[src/rtl/nn_pkg.sv]
// Shared constants and FSM state type for the fully connected output-layer sequencer.
package nn_pkg;

  localparam int unsigned NUM_ROWS   = 10;
  localparam int unsigned NUM_PIXELS = 784;
  localparam int unsigned PIX_W      = 8;
  localparam int unsigned WGT_W      = 16;
  localparam int unsigned ACC_W      = 34;
  localparam int unsigned RES_W      = 16;
  localparam int unsigned PROD_W     = PIX_W + 1 + WGT_W;

  localparam int unsigned PIX_AW = 10;
  localparam int unsigned WGT_AW = 13;
  localparam int unsigned ROW_AW = 4;
  localparam int unsigned PAIR_W = PIX_AW - 1;

  typedef enum logic [2:0] {IDLE, ISSUE, DRAIN, WRITE, DONE} seq_state_t;

endpackage

[src/rtl/nn_mac_pair.sv]
// Dual-lane multiply-accumulate: registered pixel*weight products feeding a cleared
// accumulator, with the scaled and saturated row result as output.
module nn_mac_pair
  import nn_pkg::*;
#(
  parameter int unsigned FRAC_SHIFT = 8
) (
  input  logic                    clk_i,
  input  logic                    rst_ni,
  input  logic                    clear_i,
  input  logic                    en_i,
  input  logic [PIX_W-1:0]        pix_a_i,
  input  logic [PIX_W-1:0]        pix_b_i,
  input  logic signed [WGT_W-1:0] wgt_a_i,
  input  logic signed [WGT_W-1:0] wgt_b_i,
  output logic signed [RES_W-1:0] result_o
);

  localparam logic signed [ACC_W-1:0] SatMax = ACC_W'(2 ** (RES_W - 1) - 1);
  localparam logic signed [ACC_W-1:0] SatMin = ~SatMax;

  // valid_q[0]: memory data valid this cycle; valid_q[1]: products valid this cycle.
  logic [1:0]               valid_d, valid_q;
  logic signed [PROD_W-1:0] prod_a_d, prod_a_q, prod_b_d, prod_b_q;
  logic signed [PROD_W-1:0] pix_a_ext, pix_b_ext, wgt_a_ext, wgt_b_ext;
  logic signed [ACC_W-1:0]  acc_d, acc_q, shifted;

  always_comb begin
    pix_a_ext = PROD_W'($signed({1'b0, pix_a_i}));
    pix_b_ext = PROD_W'($signed({1'b0, pix_b_i}));
    wgt_a_ext = PROD_W'(wgt_a_i);
    wgt_b_ext = PROD_W'(wgt_b_i);
    valid_d   = {valid_q[0], en_i};
    prod_a_d  = prod_a_q;
    prod_b_d  = prod_b_q;
    if (valid_q[0]) begin
      prod_a_d = pix_a_ext * wgt_a_ext;
      prod_b_d = pix_b_ext * wgt_b_ext;
    end
    acc_d = acc_q;
    if (clear_i) begin
      acc_d = '0;
    end else if (valid_q[1]) begin
      acc_d = acc_q + ACC_W'(prod_a_q) + ACC_W'(prod_b_q);
    end
  end

  always_ff @(posedge clk_i or negedge rst_ni) begin
    if (!rst_ni) begin
      valid_q  <= '0;
      prod_a_q <= '0;
      prod_b_q <= '0;
      acc_q    <= '0;
    end else begin
      valid_q  <= valid_d;
      prod_a_q <= prod_a_d;
      prod_b_q <= prod_b_d;
      acc_q    <= acc_d;
    end
  end

  always_comb begin
    shifted = acc_q >>> FRAC_SHIFT;
    if (shifted > SatMax) begin
      result_o = SatMax[RES_W-1:0];
    end else if (shifted < SatMin) begin
      result_o = SatMin[RES_W-1:0];
    end else begin
      result_o = shifted[RES_W-1:0];
    end
  end

endmodule

[src/rtl/nn_row_sequencer.sv]
// Row sequencer for the output layer: issues pixel/weight pair reads, drains the MAC
// pipeline, writes one saturated result per row and pulses done_calc at the end.
module nn_row_sequencer
  import nn_pkg::*;
#(
  parameter int unsigned FRAC_SHIFT = 8
) (
  input  logic              clk,
  input  logic              n_rst,
  input  logic              start_calc,
  output logic [PIX_AW-1:0] pixel_address_1,
  output logic [PIX_AW-1:0] pixel_address_2,
  output logic [WGT_AW-1:0] weight_address_1,
  output logic [WGT_AW-1:0] weight_address_2,
  input  logic [PIX_W-1:0]  pixel_value_1,
  input  logic [PIX_W-1:0]  pixel_value_2,
  input  logic [WGT_W-1:0]  weight_value_1,
  input  logic [WGT_W-1:0]  weight_value_2,
  output logic              result_wen,
  output logic [ROW_AW-1:0] result_addr,
  output logic [RES_W-1:0]  result_data,
  output logic              busy,
  output logic              done_calc
);

  localparam logic [PAIR_W-1:0] KLast = PAIR_W'(NUM_PIXELS / 2 - 1);
  localparam logic [ROW_AW-1:0] RowLast = ROW_AW'(NUM_ROWS - 1);

  seq_state_t        state_d, state_q;
  logic [ROW_AW-1:0] row_d, row_q;
  // Pair index while issuing, reused as the drain cycle counter.
  logic [PAIR_W-1:0] k_d, k_q;
  logic [WGT_AW-1:0] wbase_d, wbase_q;
  logic              issue, writing;
  logic signed [RES_W-1:0] sat_result;

  always_comb begin
    state_d = state_q;
    row_d   = row_q;
    k_d     = k_q;
    wbase_d = wbase_q;
    unique case (state_q)
      IDLE: begin
        if (start_calc) begin
          state_d = ISSUE;
          row_d   = '0;
          k_d     = '0;
          wbase_d = '0;
        end
      end
      ISSUE: begin
        if (k_q == KLast) begin
          state_d = DRAIN;
          k_d     = '0;
        end else begin
          k_d = k_q + PAIR_W'(1);
        end
      end
      DRAIN: begin
        if (k_q == PAIR_W'(1)) begin
          state_d = WRITE;
          k_d     = '0;
        end else begin
          k_d = k_q + PAIR_W'(1);
        end
      end
      WRITE: begin
        if (row_q == RowLast) begin
          state_d = DONE;
        end else begin
          state_d = ISSUE;
          row_d   = row_q + ROW_AW'(1);
          wbase_d = wbase_q + WGT_AW'(NUM_PIXELS);
        end
      end
      DONE:    state_d = IDLE;
      default: state_d = IDLE;
    endcase
  end

  always_ff @(posedge clk or negedge n_rst) begin
    if (!n_rst) begin
      state_q <= IDLE;
      row_q   <= '0;
      k_q     <= '0;
      wbase_q <= '0;
    end else begin
      state_q <= state_d;
      row_q   <= row_d;
      k_q     <= k_d;
      wbase_q <= wbase_d;
    end
  end

  always_comb begin
    issue            = (state_q == ISSUE);
    writing          = (state_q == WRITE);
    pixel_address_1  = issue ? {k_q, 1'b0} : '0;
    pixel_address_2  = issue ? {k_q, 1'b1} : '0;
    weight_address_1 = issue ? wbase_q + WGT_AW'({k_q, 1'b0}) : '0;
    weight_address_2 = issue ? wbase_q + WGT_AW'({k_q, 1'b1}) : '0;
    result_wen       = writing;
    result_addr      = writing ? row_q : '0;
    result_data      = writing ? sat_result : '0;
    busy             = (state_q != IDLE);
    done_calc        = (state_q == DONE);
  end

  nn_mac_pair #(
    .FRAC_SHIFT(FRAC_SHIFT)
  ) u_mac (
    .clk_i   (clk),
    .rst_ni  (n_rst),
    .clear_i (writing),
    .en_i    (issue),
    .pix_a_i (pixel_value_1),
    .pix_b_i (pixel_value_2),
    .wgt_a_i (weight_value_1),
    .wgt_b_i (weight_value_2),
    .result_o(sat_result)
  );

endmodule

[config.mk]
export PLATFORM = sky130hd
export DESIGN_NAME = nn_row_sequencer
export DESIGN_NICKNAME = d
export VERILOG_FILES = /design/src/rtl/nn_pkg.sv /design/src/rtl/nn_mac_pair.sv /design/src/rtl/nn_row_sequencer.sv
export SDC_FILE = /design/constraint.sdc
export NUM_CORES = 1
export LEC_CHECK = 0
export CAP_MARGIN = 20
export CORE_MARGIN = 8
export CORE_UTILIZATION = 52
export CTS_CLUSTER_DIAMETER = 50
export DETAILED_ROUTE_END_ITERATION = 8
export DONT_BUFFER_PORTS = 1
export PLACE_DENSITY = 0.67
export SLEW_MARGIN = 20
export SYNTH_ARGS = -nofsm -noshare
export SYNTH_HDL_FRONTEND = slang
export SYNTH_SLANG_ARGS = --single-unit
[constraint.sdc]
create_clock -name clk -period 4.5 [get_ports clk]
set_input_delay 1.35 -clock clk [delete_from_list [all_inputs] [get_ports clk]]
set_output_delay 1.35 -clock clk [all_outputs]
set_load 0.02 [all_outputs]
==> results of run 1 <==
cell usage in the layout (no fill, tap or decap), drive strengths merged, types with 4 or more instances in the layout:
master  instances
a211oi         13
a21o           38
a21oi          82
a31oi          12
and2          167
and3            8
buf           155
clkbuf          9
clkinv          6
dfrtp         111
fa            238
ha            143
inv           315
mux2           43
mux2i          24
nand2         167
nand2b          7
nand3          30
nand3b          4
nand4           9
nor2          128
nor2b          11
nor3           10
nor4            4
o211ai          5
o21a            4
o21ai          48
o21bai         10
o31ai           8
or3             6
xnor2          56
xor2           40
what timing repair did:
item	CTS	global route
gates resized for setup	54	38
pin swaps	56	41
buffers inserted	24	11
endpoints found under the setup margin	29	35
hold buffers	0	0
metrics by stage:
stage	cells	hold slack [ns]
3_3_place_gp	2303	0.520
2_1_floorplan	1839	0.406
3_5_place_dp	2303	0.524
4_1_cts	2342	0.541
5_1_grt	2351	0.565
6_report	2351	0.544
worst max-delay path, delay by kind of cell:
kind	cells	cell delay, ns
xor+xnor	1	0.17
fa+ha+maj	5	2.35
simple gates	1	0.03
compound gates	7	1.32
mux	1	0.26
buf+inv	1	0.04
cell families after synthesis:
group,Yosys count
simple gates,560
fa+ha+maj,381
buf+inv,376
compound gates,246
flops,111
xor+xnor,96
mux,67
other cells,1
cell type report:
type                            count  area (µm²)
Inverter                          315        1180
Sequential cell                   111        2780
Clock buffer                        9         225
Multi-Input combinational cell   1352       13300
Tap cell                          402         503
Fill cell                        2665       12300
Timing Repair Buffer              155        1220
Clock inverter                      7        77.6
worst min path at each step:
stage / depth (start not counted) / end / slack [ns]
after floorplan: 0 / u_mac.valid_q[1] / 0.41
after detailed placement: 1 / u_mac.prod_a_q[21] / 0.52
after CTS: 1 / u_mac.prod_a_q[19] / 0.54
after global placement: 1 / u_mac.prod_a_q[22] / 0.52
after global routing: 1 / u_mac.prod_a_q[18] / 0.56
final: 1 / u_mac.prod_a_q[19] / 0.54
state kept, by name, summed over array words and instances (netlist names):
| name | flops |
|---|---|
| u_mac.prod_a_q | 25 |
| u_mac.valid_q | 2 |
| u_mac.prod_b_q | 25 |
| state_q | 3 |
| k_q | 9 |
| wbase_q | 9 |
| u_mac.acc_q | 34 |
| row_q | 4 |
routing by layer:
metal / vias up / share of wire [%] / wire (µm) / GRT usage [%]
met5: - / 0 / 0 / 0
met3: 37 / 5.1 / 1940 / 3.90
met2: 233 / 49 / 18700 / 35.8
li1: 6035 / - / - / -
met1: 6265 / 44 / 16900 / 26.8
met4: 0 / 1.4 / 546 / 4.04
==> out/results.txt, run 1 <==
Yosys warns - 0
Post-Syn Instances - 1838
Avg Inst Size Synth - 9.10 µm²
Hold Path Origin - u_mac.prod_a_q[19]
Row count - 65
I/O pin cnt - 120
Fmax achieved - 190 MHz
Required @ worst endpoint - 4.75 ns
Worst setup path class - in2reg
Final Hold Viols - 0
Slowest stage delay, CP - 0.60 ns
Tmin final - 5.27 ns
Worst slew pin tran - 0.966 ns
Number of global-route vias before repair - 13.6k
Root buf cell - clkbuf_16
Chip Width - 195 µm
Compound-cell area share of the yosys netlist - 9.67%
CTS tree - built
Worst min path class - reg2reg
Total Wirelength - 38.2 mm
Synth area leaders - fa_1, dfrtp_1, ha_1
Worst r2r dst - u_mac.acc_q[33]
Clock latency on the worst-skew pair - 0.36 ns
Largest family of logic cells by synthesized area - adder cells
Reg2reg path depth - 12
XOR/XNOR Fraction of Synth Area - 5.03%
Reg-to-reg startpoint - u_mac.acc_q[1]
Crit path cell chain - nand2_8 > fa_1 > fa_1 > inv_2 > fa_1 > fa_1 > ha_4 > a21oi_4 > o211ai_1 > a221o_1 > a41oi_2 > a21oi_2 > a21oi_2 > o31ai_2 > xor2_1 > mux2_4
Starting Density - 52.9%
CP Launch Type - input port
DP Worst Slack - -1.24 ns
Synth cell count leaders - inv_1, fa_1, and2_1, nand2_1, ha_1
ANT nets after route - 0
Worst EP arrival - 5.52 ns
H-tree level count - 3
Tcrit/Tclk final - 117%
Pin count of the biggest net entering global routing - 112
Share of cells above drive strength 1 - 19.4%
Nets - 2376
CP Capture Type - register
Top FF cell, synth - dfrtp_1
Final setup fails - 30
Register area share after synthesis - 16.6%
CTS Buf Count - 9
Cell area after layout - 0.0193 mm²
RD Place Congestion - 0.860
Synth-to-Final Area Change - 15.4%
Worst Setup EP - u_mac.prod_a_q[23]
Failing checks - setup timing
Dominant cell type by area after synthesis - fa_1
Asr flop ratio synth - 100%
Drt pass-1 iters - 5
Initial antenna violation count - 0
Library cells used by synthesis - 66
Slowest CP cell - fa_1
Yosys reg bits - 111
Share of the synthesized area in the top cell type - 28.5%
EDFF count, synth - 0
Dpl hpwl - 30.9 mm
DR WL/cell - 16.2 µm
Most frequent cell after synthesis - inv_1
Detailed-route DRC error count - 0
DRT iter0 DRCs - 591
Via density per instance - 5.35
Port bufs - 0
Antenna Cells - 0
CP Max Fanout - 8
Outcome - finished with violations
Die area - 0.0382 mm²
Post-Syn Area - 0.0167 mm²
Core Area - 0.0316 mm²
Tot GR Track Use - 20.7%
Vias - 12.6k
First-pass GRT wire length - 66.2 mm
Chip height - 195 µm
Area after DPL - 0.0184 mm²
FF-to-FF setup slack - 0.86 ns
Max transition margin - 35.5%
Grt total ovfl - 0
RSZ-0062 raised after global routing - yes
Post-Synth Adder-Cell Area - 39.2%
Fin Setup TNS - -16.03 ns
Multiplexer share of the synthesized area - 4.33%
Worst-path clk slew - 0.08 ns
Finished Core Util - 61.0%
Max-Cap Viols - 0
PnR worst setup slack - -0.770 ns
Max Slew Vio Count - 0
Simple-gate share of the synthesized area - 16.4%
Clock sink count - 111
Most used cell, CP - fa_1
Clock skew - 0.0132 ns
Setup crit start - weight_value_1[5]
Longest Clk Path Bufs - 2
Power of run 1 is not shown: default switching activity piles up to over one toggle a cycle in this logic, so the estimate is an artifact.
==> inputs of run 2 (changes only) <==
--- a/config.mk
+++ b/config.mk
@@ -12,7 +12,6 @@
 export DETAILED_ROUTE_END_ITERATION = 8
 export DONT_BUFFER_PORTS = 1
 export PLACE_DENSITY = 0.67
-export SLEW_MARGIN = 20
 export SYNTH_ARGS = -nofsm -noshare
 export SYNTH_HDL_FRONTEND = slang
 export SYNTH_SLANG_ARGS = --single-unit
==> results of run 2 <==
No change in the layout: final DEF, timing and power equal those of run 1.
Power of run 2 is left out for the same reason.
